--- config.mk ---
export PLATFORM = sky130hd
export DESIGN_NAME = serial_accum_ctrl
export DESIGN_NICKNAME = d
export VERILOG_FILES = /design/src/rtl/serial_accum_ctrl.sv
export SDC_FILE = /design/constraint.sdc
export NUM_CORES = 1
export LEC_CHECK = 0
export CAP_MARGIN = 20
export CELL_PAD_IN_SITES_DETAIL_PLACEMENT = 1
export CELL_PAD_IN_SITES_GLOBAL_PLACEMENT = 1
export CORE_MARGIN = 10
export CORE_UTILIZATION = 41
export DETAILED_ROUTE_END_ITERATION = 6
export GPL_ROUTABILITY_DRIVEN = 0
export PLACE_DENSITY = 0.91
export SYNTH_ARGS = -nofsm -noshare
export SYNTH_HDL_FRONTEND = slang
export SYNTH_SLANG_ARGS = --single-unit
--- constraint.sdc ---
create_clock -name i_clk -period 3.7 [get_ports i_clk]
set_input_delay 0.74 -clock i_clk [delete_from_list [all_inputs] [get_ports i_clk]]
set_output_delay 0.74 -clock i_clk [all_outputs]
set_load 0.02 [all_outputs]
--- src/rtl/serial_accum_ctrl.sv ---
// ----------------------------------------------------------------------------
// serial_accum_ctrl
//
// Bit-serial accumulator and sequencer placed behind an external 8:1
// bit-select mux. Each pass walks the mux select LSB-first. The bit that the
// mux returns on the same cycle is added into the matching accumulator bit.
// A single full adder is used, and the ripple carry is held in a flop between
// cycles. When the final bit has been written, the block raises a one-cycle
// done pulse and latches the carry-out of the pass.
//
// Ports
//   i_clk          in   1       rising-edge clock
//   i_rst_n        in   1       asynchronous active-low reset
//   i_start        in   1       start one accumulate pass (honoured in IDLE)
//   i_clear        in   1       zero accumulator and carry (IDLE, beats start)
//   o_con_choice   out  SEL_W   bit index driven to the mux select
//   i_data_swbit   in   1       selected operand bit back from the mux
//   o_acc          out  DATA_W  accumulator value (valid while o_done=1)
//   o_carry        out  1       carry-out of the most recent completed pass
//   o_busy         out  1       high while bits are being shifted
//   o_done         out  1       one-cycle pulse after the last bit is written
// ----------------------------------------------------------------------------
module serial_accum_ctrl #(
    parameter int DATA_W = 8,
    parameter int SEL_W  = $clog2(DATA_W)
) (
    input  logic              i_clk,
    input  logic              i_rst_n,
    input  logic              i_start,
    input  logic              i_clear,
    output logic [SEL_W-1:0]  o_con_choice,
    input  logic              i_data_swbit,
    output logic [DATA_W-1:0] o_acc,
    output logic              o_carry,
    output logic              o_busy,
    output logic              o_done
);

    typedef enum logic [1:0] {
        S_IDLE  = 2'd0,
        S_SHIFT = 2'd1,
        S_DONE  = 2'd2
    } state_t;

    localparam logic [SEL_W-1:0] LAST_IDX = SEL_W'(DATA_W - 1);

    state_t             state;
    logic [SEL_W-1:0]   idx;
    logic               carry_ff;
    logic [DATA_W-1:0]  acc_q;

    // One-bit full adder on the bit currently selected by the mux.
    logic bit_a;
    logic bit_b;
    logic sum_bit;
    logic carry_bit;

    always_comb begin
        bit_a     = i_data_swbit;
        bit_b     = acc_q[idx];
        sum_bit   = bit_a ^ bit_b ^ carry_ff;
        carry_bit = (bit_a & bit_b) | (bit_a & carry_ff) | (bit_b & carry_ff);
    end

    // idx is returned to zero on the last bit and on a start, so it reads 0 in
    // IDLE and DONE. That lets the registered idx drive the mux select directly.
    assign o_con_choice = idx;
    assign o_acc        = acc_q;

    always_ff @(posedge i_clk or negedge i_rst_n) begin
        if (!i_rst_n) begin
            state    <= S_IDLE;
            idx      <= '0;
            carry_ff <= 1'b0;
            acc_q    <= '0;
            o_carry  <= 1'b0;
            o_busy   <= 1'b0;
            o_done   <= 1'b0;
        end else begin
            case (state)
                S_IDLE: begin
                    o_done <= 1'b0;
                    o_busy <= 1'b0;
                    if (i_clear) begin
                        acc_q   <= '0;
                        o_carry <= 1'b0;
                    end else if (i_start) begin
                        idx      <= '0;
                        carry_ff <= 1'b0;
                        o_carry  <= 1'b0;
                        o_busy   <= 1'b1;
                        state    <= S_SHIFT;
                    end
                end

                // Start and clear are deliberately not looked at here, so a
                // pass cannot be disturbed once it has begun.
                S_SHIFT: begin
                    acc_q[idx] <= sum_bit;
                    carry_ff   <= carry_bit;
                    if (idx == LAST_IDX) begin
                        o_carry <= carry_bit;
                        idx     <= '0;
                        o_busy  <= 1'b0;
                        o_done  <= 1'b1;
                        state   <= S_DONE;
                    end else begin
                        idx <= idx + 1'b1;
                    end
                end

                S_DONE: begin
                    o_done <= 1'b0;
                    o_busy <= 1'b0;
                    state  <= S_IDLE;
                end

                default: begin
                    idx    <= '0;
                    o_done <= 1'b0;
                    o_busy <= 1'b0;
                    state  <= S_IDLE;
                end
            endcase
        end
    end

endmodule

# Word-level counts from Yosys, hierarchy flattened
# Index checks and enable logic that the tools add are counted.
# totals
elab_cells	61
regBits	17
output_inout_bits	14
# op_classes
n_mux	27
n_bitwise	8
add_sub_neg	1
order_cmp	2
n_eq_ne	8
n_reduce_logical	8
# ops
operator	n
8-bit one-hot mux with 2 select lines	1
3-bit AND reduction	4
1-bit two-way mux	11
3-bit two-way mux	3
3-bit one-hot mux with 3 select lines	1
8-bit bitwise mux	1
8-bit two-way mux	1
2-bit inequality test, second input constant	4
2-bit two-way mux	3
1-bit one-hot mux with 2 select lines	3
3-bit by 4-bit less-than comparator with 1-bit output, second input constant	1
2-bit one-hot mux with 2 select lines	1
3-bit by 1-bit adder with 3-bit output, second input constant	1
1-bit AND	3
1-bit binary-select mux with 3-bit select	1
1-bit demux with 3-bit select	1
3-bit == test, second input constant	1
3-bit by 1-bit >= comparator with 1-bit output, second input constant	1
3-bit inequality test, second input constant	1
2-bit by 1-bit == test with 1-bit output, second input constant	1
2-bit == test, second input constant	1
2-bit zero test	1
1-bit bitwise OR	2
2-bit AND reduction	1
other kinds (4)	5

# Logic depth before layout (Yosys ltp)
# logic_depth
ltp_word	7
depth_mapped	7

# Worst setup path before layout
# Ideal clock, no wire load.
# synth_timing
kind	flip-flop to flip-flop
start	reg idx[0], in the netlist o_con_choice[0]
end	reg acc_q[1], in the netlist o_acc[1]
slack_ps	1426
setup_ps	132
stages_incl_launch_ff	7
t_arrival_ps	2142
period_less_slack_ps	2274
t_required_ps	3568
cell_sequence	dfrtp_1 > buf_6 > mux4_1 > mux2_2 > fa_1 > a32oi_1 > o21ai_0
# synth_between
elab_chain_cells	6
word_cells_on_any_way	11
classes_between	2 x order compare; 6 x mux; 2 x bitwise; 1 x reduce/logical
# synth_rtl
item	line	rtl
start, declared	48	logic [SEL_W-1:0] idx;
start signal, assigned	108	idx <= idx + 1'b1;
3-bit by 4-bit less-than comparator with 1-bit output (not written as such) (tied with other cells)	99	acc_q[idx] <= sum_bit;
1-bit logical AND (not written as such) / 1-bit two-way mux (equally long branches)	99, 60	
1-bit two-way mux (not written as such) / 1-bit bitwise XOR (equally long branches)	99, 61	
1-bit demux with 3-bit select / 1-bit bitwise XOR (equally long branches)	99, 61	
8-bit bitwise mux (*)	99	
8-bit one-hot mux with 2 select lines (*)	80	case (state)
end signal, assigned by index	99	
end, declared	50	logic [DATA_W-1:0] acc_q;
# Every way passes the cells marked *; elsewhere a longest branch is shown, timed or not. The select of a mux whose other input is x is not followed.
# A chain may end at the register's enable or synchronous reset.

# Worst setup path after layout
# layout_timing
start	reg idx[0], in the netlist o_con_choice[0]
end	reg acc_q[2], in the netlist o_acc[2]
# The elaborated chain is that of the path after synthesis.

==> results.yml <==
status:
  status: "completed"
floorplan:
  die_y_microns: 67.3
  dieArea_sq_mm: 0.00453
  core_sq_mm: 0.00217
  start_util: 0.423
  fp.dieW_microns: 67.3
  row_count: 17
  top_level_ports: 19
timing:
  rsz0062_at_grt: "false"
  setup-violations-final: 0
  max_slew.worst_pin.slew_ns: 0.801
  tns_ns: 0
  finClkSkew_ns: 0.0113
  finalCritPeriodShare: 0.655
  finalCriticalPeriod_ns: 2.42
  slew_viol_final: 0
  fmax_mhz: 413
  whs_ns: 0.484
  max_slew_margin: 0.464
  hold_violations: 0
route:
  dr.pass1.iters: 4
  wl_met2_mm: 1.05
  drtIter0Drc: 14
  drc_errors: 0
  wl_met3_microns: 99
  vias_per_cell: 5.56
  top_layer: "met4"
  wire_per_inst_microns: 17.6
  antenna_left: 0
  wl_met1_mm: 1.04
  via_count: 706
  drt_wl_total_mm: 2.23
layout:
  final_net_count: 108
  diodes: 0
  utilization: 0.517
  drive_gt1_frac: 0.0707
  final_cell_mix: "clkdlybuf4s50_1 (18), dfrtp_1 (17), nand2_1 (10)"
  fin_cells: 127
  syn_to_final_growth_pct: 22.2
  fill_cells: 243
  layout.cells.most_common: "clkdlybuf4s50_1"
clock_network:
  postCtsResizedCells: 0
  clock_path_buffers: 2
  clkSinkCount: 17
  post_cts_buffers: 0
  clkTransAtPathRegs_ns: 0.11
  postCtsHoldBufs: 0
  htree_levels: 1
  cts_tree: "yes"
  insertion_delay_ns: 0.30
  cts_buffers: 3
  root_buffer: "clkbuf_4"
critical_path:
  cp_data_arrival_time_ns: 2.65
  reg2reg_slack_ns: 1.28
  rr_worst_depth: 5
  cp-start-kind: "flop"
  path_max_fanout: 12
  crit_path_cell_trace: "mux4_1, mux2_2, fa_1, inv_1, mux2i_1"
  endpoint_kind: "flop"
  cp.required_ns: 3.92
  reg2reg_to: "o_acc[2]$_DFFE_PN0P_"
  max_stage_delay_ns: 0.62
  critPathKind: "flop to flop"
  crit_slowest_cell: "mux4_1"
  r2r_start: "o_con_choice[0]$_DFFE_PN0P_"
placement:
  dp.cells: 123
  dp_hpwl_mm: 1.67
  io_buffers: 18
logic_synthesis:
  syn_nets: 92
  seq_area_frac_synth: 0.463
  syn_area_sq_um: 918
  ys_ff_latch: 17
  syn_area_per_cell_sq_um: 10.9
  ys_types: 31
  synth_top_area_share: 0.463
  synth_warnings: 0
  synth_top_area_cell: "dfrtp_1"
  synthCells: 84
  synthTopCellsByArea: "dfrtp_1 (46%), mux2i_1 (7.6%), mux4_1 (5.7%)"
power:
  power.density_mw_per_mm2: 892
  p_leak_nw: 0.519
  peakVddDrop_mv: 0.406
worst_hold_path:
  min_path_cells: 1
  worstHoldStart: "o_done$_DFFE_PN0P_"
  worst_hold_path.endpoint: "o_done$_DFFE_PN0P_"
  hold_path_class: "flop to flop"
flow_run:
  maxCapViolations: 0
global_route:
  grt_max_degree: 18
  grt-ovfl-total: 0
  antenna_found_initial: 0
  grt_usage: 0.111
  grt_pass1_wl_mm: 3.88
  grt_pass1_vias: 783
through the flow:
stage / instance area (sq um) / setup WS (ns) / total power, W
floorplan: 918 / 1.43 / 0.000707
global placement: 1090 / 1.43 / 0.000872
detailed placement: 1090 / 1.31 / 0.000903
CTS: 1120 / 1.28 / 0.00101
global route: 1120 / 1.16 / 0.00108
finish: 1120 / 1.28 / 0.00100
synthesized netlist by cell type:
| cell type | count |
|---|---|
| nand3_1 | 2 |
| a22o_2 | 1 |
| nand2_1 | 10 |
| nand4b_1 | 1 |
| o21a_1 | 1 |
| a22o_1 | 3 |
| nand3b_1 | 2 |
| o21ai_0 | 4 |
| buf_6 | 1 |
| and2_1 | 1 |
| nor2_1 | 2 |
| nand2b_1 | 1 |
| nor3b_1 | 2 |
| clkbuf_1 | 4 |
| ha_1 | 2 |
| nor3_1 | 1 |
| nand4_1 | 1 |
| a21oi_1 | 3 |
| buf_2 | 1 |
| o311ai_0 | 1 |
| dfrtp_1 | 17 |
| buf_4 | 1 |
| a32oi_1 | 2 |
| nor2b_1 | 4 |
| inv_1 | 3 |
| o21bai_1 | 1 |
| mux2i_1 | 7 |
| or3b_2 | 1 |
| fa_1 | 1 |
| mux2_2 | 1 |
| mux4_1 | 2 |
where the power goes:
| group | internal (W) | switching [W] |
|---|---|---|
| clock | 0.0000403 | 0.0000652 |
| combinational | 0.000257 | 0.000265 |
| sequential | 0.000260 | 0.000113 |
cell families after synthesis:
| family | synth area share |
|---|---|
| fa+ha+maj | 0.0490 |
| buf+inv | 0.0545 |
| mux | 0.146 |
| compound gates | 0.123 |
| flops | 0.463 |
| simple gates | 0.165 |
sequential cells by signal, summed over array words and instances, names as in the netlist:
| name | cells |
|---|---|
| o_busy | 1 |
| carry_ff | 1 |
| state | 2 |
| o_acc | 8 |
| o_con_choice | 3 |
| o_carry | 1 |
| o_done | 1 |
layer usage:
layer,vias up,track usage
met1,354,0.129
met2,16,0.178
met5,-,0
met3,5,0.0347
met4,0,0.0615
li1,331,-
worst max-delay path by stage:
stage	from	depth (start not counted)	slack, ns	endpoint
6_report	o_con_choice[0]$_DFFE_PN0P_	5	1.28	o_acc[2]$_DFFE_PN0P_
5_1_grt	o_con_choice[0]$_DFFE_PN0P_	5	1.16	o_acc[2]$_DFFE_PN0P_
4_1_cts	o_con_choice[0]$_DFFE_PN0P_	5	1.28	o_acc[2]$_DFFE_PN0P_
3_5_place_dp	o_con_choice[0]$_DFFE_PN0P_	5	1.31	o_acc[2]$_DFFE_PN0P_
3_3_place_gp	o_con_choice[0]$_DFFE_PN0P_	5	1.43	o_acc[0]$_DFFE_PN0P_
2_1_floorplan	o_con_choice[0]$_DFFE_PN0P_	6	1.43	o_acc[1]$_DFFE_PN0P_
worst max-delay path, delay by kind of cell, from the launching register on:
| family | cells | cell delay, ns |
|---|---|---|
| flip-flops | 1 | 0.60 |
| buffers and inverters | 1 | 0.12 |
| adder cells (fa/ha/maj) | 1 | 0.52 |
| multiplexers | 3 | 1.11 |
layout make-up:
cell class | instances | area, sq um | area share
clock buffer | 3 | 22.5 | 0.0201
clock inverter | 1 | 5.00 | 0.00446
inverter | 3 | 11.3 | 0.0100
multi-input combinational | 57 | 443 | 0.395
sequential | 17 | 425 | 0.379
tap | 28 | 35.0 | 0.0312
timing repair buffer | 18 | 180 | 0.161
Note: power is estimated with default switching activity, not from simulation.
